--- config.mk ---
export PLATFORM = sky130hd
export DESIGN_NAME = nvram_upload
export DESIGN_NICKNAME = d
export VERILOG_FILES = /design/src/rtl/sys1_pkg.sv /design/src/rtl/nvram_upload.sv
export SDC_FILE = /design/constraint.sdc
export NUM_CORES = 1
export LEC_CHECK = 0
export CAP_MARGIN = 5
export CORE_ASPECT_RATIO = 0.5
export CORE_MARGIN = 3
export CORE_UTILIZATION = 42
export CTS_CLUSTER_DIAMETER = 150
export CTS_CLUSTER_SIZE = 20
export DETAILED_ROUTE_END_ITERATION = 16
export HOLD_SLACK_MARGIN = 0.15
export PLACE_DENSITY = 0.85
export RECOVER_POWER = 100
export SLEW_MARGIN = 0
export SYNTH_ARGS = -nofsm -noshare
export SYNTH_HDL_FRONTEND = slang
export SYNTH_SLANG_ARGS = --single-unit
--- constraint.sdc ---
create_clock -name clk_sys -period 3.7 [get_ports clk_sys]
set_input_delay 0.555 -clock clk_sys [delete_from_list [all_inputs] [get_ports clk_sys]]
set_output_delay 0.555 -clock clk_sys [all_outputs]
set_load 0.02 [all_outputs]
--- src/rtl/sys1_pkg.sv ---
// -----------------------------------------------------------------------------
// sys1_pkg
// Shared definitions for the SEGASYSTEM1 HPS support logic.
//   - upload_state_e    : state encoding of the NVRAM upload responder
//   - UPLOAD_INDEX_DFLT : default ioctl_index that selects the NVRAM upload
//   - OOR_FILL          : byte returned for reads outside the NVRAM window
//   - addr_in_window()  : tells whether an HPS byte address is inside a
//                         2^aw byte window starting at 0
// -----------------------------------------------------------------------------
package sys1_pkg;

  typedef enum logic [2:0] {
    ST_IDLE    = 3'd0,
    ST_HALT    = 3'd1,
    ST_READY   = 3'd2,
    ST_FETCH   = 3'd3,
    ST_RELEASE = 3'd4
  } upload_state_e;

  localparam logic [7:0] UPLOAD_INDEX_DFLT = 8'd4;
  localparam logic [7:0] OOR_FILL          = 8'hFF;

  // True when every address bit at or above position aw is zero.
  function automatic logic addr_in_window(input logic [24:0] addr,
                                          input int unsigned aw);
    logic [24:0] hi_bits;
    hi_bits = addr >> aw;
    return (hi_bits == 25'd0);
  endfunction

endpackage

--- src/rtl/nvram_upload.sv ---
// -----------------------------------------------------------------------------
// nvram_upload
// Upload-side responder for the HPS ioctl channel. While the HPS reads back
// the NVRAM / high-score area, this block halts the game core, fetches every
// requested byte through a request/acknowledge RAM port and stalls the HPS
// with ioctl_wait until the byte is valid.
//
// Ports
//   clk_sys       : system clock (48 MHz)
//   reset_n       : asynchronous active-low reset
//   ioctl_upload  : HPS upload session active
//   ioctl_index   : session index, UPLOAD_INDEX selects this block
//   ioctl_rd      : one-cycle read strobe from the HPS
//   ioctl_addr    : byte address of the read
//   ioctl_din     : byte returned to the HPS (holds between reads)
//   ioctl_wait    : HPS must hold off while high
//   pause_cpu     : core halt request
//   pause_ack     : core halted, RAM port free
//   ram_addr      : NVRAM byte address, stable while ram_req is high
//   ram_req       : fetch request, held until acknowledged
//   ram_ack       : one-cycle acknowledge, ram_q valid in the same cycle
//   ram_q         : NVRAM data
//   busy          : high whenever the responder is not idle
//   done          : one-cycle pulse when a session ends
//
// Every output is a register loaded from the next-state decode, so each
// output changes exactly on the clock that enters the corresponding state.
// -----------------------------------------------------------------------------
module nvram_upload
  import sys1_pkg::*;
#(
  parameter int unsigned AW           = 10,
  parameter logic [7:0]  UPLOAD_INDEX = UPLOAD_INDEX_DFLT
) (
  input  logic          clk_sys,
  input  logic          reset_n,
  input  logic          ioctl_upload,
  input  logic [7:0]    ioctl_index,
  input  logic          ioctl_rd,
  input  logic [24:0]   ioctl_addr,
  output logic [7:0]    ioctl_din,
  output logic          ioctl_wait,
  output logic          pause_cpu,
  input  logic          pause_ack,
  output logic [AW-1:0] ram_addr,
  output logic          ram_req,
  input  logic          ram_ack,
  input  logic [7:0]    ram_q,
  output logic          busy,
  output logic          done
);

  upload_state_e state_r, state_s;

  // Remembers an upload drop seen while a fetch was outstanding, so the
  // session closes once the fetch completes even if ioctl_upload glitches
  // back high before ram_ack.
  logic          drop_seen_r, drop_seen_s;

  logic [7:0]    din_r, din_s;
  logic [AW-1:0] ram_addr_r, ram_addr_s;

  logic          wait_r, wait_s;
  logic          pause_r, pause_s;
  logic          req_r, req_s;
  logic          busy_r, busy_s;
  logic          done_r, done_s;

  logic          session_start_s;
  logic          rd_in_window_s;

  assign session_start_s = ioctl_upload && (ioctl_index == UPLOAD_INDEX);
  assign rd_in_window_s  = addr_in_window(ioctl_addr, AW);

  // Next-state and data-path decode.
  always_comb begin
    state_s     = state_r;
    drop_seen_s = drop_seen_r;
    din_s       = din_r;
    ram_addr_s  = ram_addr_r;

    case (state_r)
      ST_IDLE: begin
        drop_seen_s = 1'b0;
        if (session_start_s) begin
          state_s = ST_HALT;
        end else begin
          state_s = ST_IDLE;
        end
      end

      ST_HALT: begin
        // A session abandoned before the core halted still closes cleanly.
        if (!ioctl_upload) begin
          state_s = ST_RELEASE;
        end else if (pause_ack) begin
          state_s = ST_READY;
        end else begin
          state_s = ST_HALT;
        end
      end

      ST_READY: begin
        if (!ioctl_upload) begin
          state_s = ST_RELEASE;
        end else if (ioctl_rd) begin
          if (rd_in_window_s) begin
            ram_addr_s = ioctl_addr[AW-1:0];
            state_s    = ST_FETCH;
          end else begin
            // Outside the NVRAM window: answer at once, no RAM access.
            din_s   = OOR_FILL;
            state_s = ST_READY;
          end
        end else begin
          state_s = ST_READY;
        end
      end

      ST_FETCH: begin
        if (!ioctl_upload) begin
          drop_seen_s = 1'b1;
        end else begin
          drop_seen_s = drop_seen_r;
        end

        if (ram_ack) begin
          din_s       = ram_q;
          drop_seen_s = 1'b0;
          // The outstanding fetch always completes before the session ends.
          if (drop_seen_r || !ioctl_upload) begin
            state_s = ST_RELEASE;
          end else begin
            state_s = ST_READY;
          end
        end else begin
          state_s = ST_FETCH;
        end
      end

      ST_RELEASE: begin
        state_s = ST_IDLE;
      end

      default: begin
        state_s     = ST_IDLE;
        drop_seen_s = 1'b0;
      end
    endcase
  end

  // Output decode from the state being entered, registered below.
  always_comb begin
    wait_s  = 1'b0;
    pause_s = 1'b0;
    req_s   = 1'b0;
    busy_s  = 1'b1;
    done_s  = 1'b0;

    case (state_s)
      ST_IDLE: begin
        busy_s = 1'b0;
      end
      ST_HALT: begin
        pause_s = 1'b1;
        wait_s  = 1'b1;
      end
      ST_READY: begin
        pause_s = 1'b1;
      end
      ST_FETCH: begin
        pause_s = 1'b1;
        wait_s  = 1'b1;
        req_s   = 1'b1;
      end
      ST_RELEASE: begin
        done_s = 1'b1;
      end
      default: begin
        busy_s = 1'b0;
      end
    endcase
  end

  // State, data and output registers.
  always_ff @(posedge clk_sys or negedge reset_n) begin
    if (!reset_n) begin
      state_r     <= ST_IDLE;
      drop_seen_r <= 1'b0;
      din_r       <= 8'h00;
      ram_addr_r  <= '0;
      wait_r      <= 1'b0;
      pause_r     <= 1'b0;
      req_r       <= 1'b0;
      busy_r      <= 1'b0;
      done_r      <= 1'b0;
    end else begin
      state_r     <= state_s;
      drop_seen_r <= drop_seen_s;
      din_r       <= din_s;
      ram_addr_r  <= ram_addr_s;
      wait_r      <= wait_s;
      pause_r     <= pause_s;
      req_r       <= req_s;
      busy_r      <= busy_s;
      done_r      <= done_s;
    end
  end

  assign ioctl_din  = din_r;
  assign ioctl_wait = wait_r;
  assign pause_cpu  = pause_r;
  assign ram_addr   = ram_addr_r;
  assign ram_req    = req_r;
  assign busy       = busy_r;
  assign done       = done_r;

endmodule
[Word level (Yosys, flattened, before mapping)]
Index checks and enable logic that the tools add are counted.
Word-level totals
  flip-flop bits (word level): 27
  output and inout bits: 23
  word-level logic and storage cells: 59
Operators by class
  bitwise gates (word level): 1
  eq/ne operators: 14
  reduce and logical (&&, ||, !) cells: 13
  muxes and demuxes: 22
Operator list (number)
  two-way mux 8 bit: 4
  zero test 25 bit: 1
  case mux 8 bit (2 select lines): 1
  two-way mux 3 bit: 5
  == test 3 x 2 -> 1 bit, second input constant: 4
  case mux 3 bit (4 select lines): 1
  two-way mux 1 bit: 9
  == test 8 x 3 -> 1 bit, second input constant: 1
  != test 2 bit, second input constant: 4
  == test 3 x 1 -> 1 bit, second input constant: 2
  == test 3 bit, second input constant: 2
  OR reduction 3 bit: 2
  AND reduction 5 bit: 1
  AND reduction 4 bit: 1
  OR reduction 4 bit: 1
  zero test 3 bit: 1
  != test 3 bit, second input constant: 1
  two-way mux 2 bit: 1
  case mux 1 bit (2 select lines): 1
  AND reduction 2 bit: 1
  nonzero test 2 bit: 1
  OR reduction 2 bit: 1
  logical AND 1 bit: 1
  zero test 1 bit: 1
  other kinds (2): 2

[Depth between registers and ports, before layout]
  depth in word-level cells: 8
  gate-level depth with buffers: 6
  gate-level depth less buffers: 4

[Worst setup path after synthesis]
No wires, ideal clock.
  kind: input to register
  start: input port ioctl_addr[19]
  end: register ram_addr_r[0], in the netlist ram_addr[0]
  required time: 3.575 ns
  buffers on the path: 0
  setup slack: 1.969 ns
  arrival time: 1.606 ns
  library setup time: 0.125 ns
  stages on the path: 4
  cells stage by stage: nor4_4 -> nand4_4 -> nor2_8 -> mux2_4
Between the ends
  cells in the longest elaborated chain, start to end: 2
RTL lines
  start, declared: RTL line nvram_upload.sv:40  | input logic [24:0] ioctl_addr,
  zero test 25 bit: RTL line sys1_pkg.sv:28  | return (hi_bits == 25'd0);
  AND reduction 4 bit (no line)
  end signal, assigned: RTL line nvram_upload.sv:201  | ram_addr_r <= ram_addr_s;
  end, declared: RTL line nvram_upload.sv:61  | logic [AW-1:0] ram_addr_r, ram_addr_s;
No other way between the ends.
A chain may end at the register's enable or synchronous reset.

[Worst setup path in the final report]
  start: input port ioctl_upload
  end: register ram_addr_r[3], in the netlist ram_addr[3]
Between the ends
  cells in the longest elaborated chain, start to end: 1
RTL lines
  start, declared: RTL line nvram_upload.sv:37  | input logic ioctl_upload,
  AND reduction 4 bit (no line)
No other way between the ends.

==> qor.yml <==
status:
  outcome: "complete, no violations"
job:
  maxCapViolCount: 0
worst_setup_path:
  critPathMaxStageDelay_ps: 750
  worst_setup_path_end_kind: "register"
  crit_family: "simple AND/OR/NAND/NOR gates"
  critPathKind: "in -> reg"
  critPathLaunchType: "input pin"
  cp_max_fo: 10
  slowest_stage: "nor2_1"
  cp.required_ps: 3870
  worstPathArrival_ps: 2810
  crit_chain: "dlygate4sd3_1 -> nor2b_1 -> nand3_1 -> nor2_1 -> mux2_2"
  path_buf_inv: 1
pwr:
  p_int_uw: 420
  powerDensity_mw_per_mm2: 263
  peakVddDrop_v: 0.000149
  power_frac_seq_pct: 55.2
  p_sw_uw: 116
  power_leakage_nw: 0.977
  p_clk_share_pct: 31.4
  p_comb_share_pct: 13.4
  p_sw_share_pct: 21.7
yosys:
  synth.area.top_cells: "dfrtp_1 (51%), mux2_4 (11%), nor4_4 (6.4%), mux2i_1 (6.0%), nor2_1 (2.8%)"
  synth_area_sq_mm: 0.00134
  synthArstFlopShare_pct: 100
  syn_inst: 104
  synth_cell_type_count: 33
  avgSynthCellArea_sq_um: 12.9
  synth_area_leader_cell: "dfrtp_1"
  synth_ff_type: "dfrtp_1"
  synth.top_cell.area_share_pct: 50.5
  ys_ff_latch: 27
  synth_edf_count: 0
  syn_nets: 151
  synth-seq-area-share_pct: 50.5
  ys_warn_count: 0
clock_tree:
  cts_hold_buf: 0
  path_clk_slew_ps: 90
  cts-resized-gates: 0
  post_cts_buffers: 0
  cts_tree: "built"
  cts_root_buffer: "clkbuf_8"
  cts_buffers: 3
  ctsLongestPathBuffers: 2
  cts_htree_levels: 1
  clock_sinks: 27
  clk_latency_ps: 270
hold_path:
  hp-class: "reg -> reg"
cells_and_area:
  final_cell_mix: "clkdlybuf4s50_1 (44), dfrtp_1 (27), dlygate4sd3_1 (25), nor2_1 (11), inv_1 (9)"
  n_fill_cell: 207
  drive_above_1_share_pct: 10.9
  nNetsFinal: 223
  n_antenna_cell: 0
  area_delta_synth_final_pct: 52.9
  final_common_cell: "clkdlybuf4s50_1"
global_routing:
  grt_usage_pct: 18.6
  grt_overflow: 0
  grt_pass1_vias: 1128
  grt_start_max_net_pins: 28
  antenna_found_initial: 0
  grt_pass1_wl_microns: 5490
timing:
  clock_skew_ps: 3.94
  setup_viol: 0
  finalHoldViolCount: 0
  hold_slack_ps: 489
  min_period_ps: 2650
  relSlewSlack_pct: 3.57
  tns_ps: 0
  tightest_slew_ps: 1450
  rsz0062_at_grt: "false"
  fmax_ghz: 0.378
  period_share_pct: 71.5
  drv_slew: 0
die:
  initial_utilization_pct: 47.5
  die_y_microns: 45.9
  dieArea_sq_mm: 0.00394
  num_rows: 13
  boundaryPins: 70
  core_area_sq_mm: 0.00281
  dieWidth_microns: 85.8
detailed_routing:
  detail_route.wirelength_microns: 3470
  routedWlPerCell_microns: 16.4
  drt_first_pass_iters: 4
  drc: 0
  via_per_inst: 5.07
  initialDrtViolationCount: 68
  vias: 1075
  drtAntennaViolNets: 0
placed_design:
  io_buffers: 69
  hpwl_microns: 2740
  gp_congestion: 0.828
flip-flops by register name, summed over array words and instances, names as in the netlist:
register / flops
busy: 1
done: 1
drop_seen_r: 1
ioctl_din: 8
ioctl_wait: 1
pause_cpu: 1
ram_addr: 10
ram_req: 1
state_r: 3
synth_stat cells, types with 2 or more instances:
library cell,count
mux2_4,10
nor2b_1,2
nand2_1,3
inv_1,9
o21ai_0,2
nor2_1,10
mux2i_1,8
o221ai_1,2
dfrtp_1,27
buf_4,2
nor4_4,4
nor3_1,2
a21oi_1,3
logic make-up (layout without fill, tap and decap cells):
kind of cell	after synthesis	count (layout)	share of synthesized area [%]
muxes	18	18	17.2
AOI/OAI and AO/OA	14	14	7.39
DFF	27	27	50.5
buffers and inverters	12	83	4.02
and+or+nand+nor	33	33	20.9
final timing paths:
path,startpoint,end,slack (ps),cells after the start
min in group asynchronous,reset_n,ram_addr[7],1140,2
hold / removal,ram_addr[8],ram_addr[8],490,1
hold reg to reg,ram_addr[8],ram_addr[8],490,1
max in group asynchronous,reset_n,pause_cpu,1710,2
setup reg to reg,state_r[0],ram_addr[3],1500,4
setup / recovery,ioctl_upload,ram_addr[3],1050,5
cell type report:
type	instances	area [sq um]	share of cell area [%]
multi-input combinational	65	546	26.7
clock buffer	3	41.3	2.02
inverter	9	33.8	1.65
timing repair buffer	70	694	34.0
tap	37	46.3	2.26
clock inverter	1	7.51	0.367
sequential	27	676	33.0
metal layers:
layer	global-route usage, %	wire length (microns)
met2	37.3	1890
met1	21.6	1460
met5	0	0
met3	3.25	101
met4	2.84	17
through the flow:
step | power (mW) | setup WS, ps | cell area, sq um | utilization [%] | std cells
finish | 0.537 | 1050 | 2040 | 72.7 | 212
global route | 0.558 | 912 | 2040 | 72.7 | 212
CTS | 0.545 | 1510 | 2110 | 75.0 | 212
detailed placement | 0.377 | 1240 | 2060 | 73.3 | 208
global placement | 0.375 | 1340 | 2060 | 73.3 | 208
floorplan | 0.312 | 1970 | 1340 | - | 104
power groups by stage:
| stage | Clock (mW) | Combinational [mW] | Sequential [mW] |
|---|---|---|---|
| after floorplan | 0 | 0.00844 | 0.303 |
| after global placement | 0 | 0.0727 | 0.302 |
| after detailed placement | 0 | 0.0743 | 0.302 |
| after CTS | 0.174 | 0.0747 | 0.296 |
| after global routing | 0.186 | 0.0762 | 0.297 |
| final | 0.168 | 0.0718 | 0.296 |
Power figures use the tool's default switching activity.
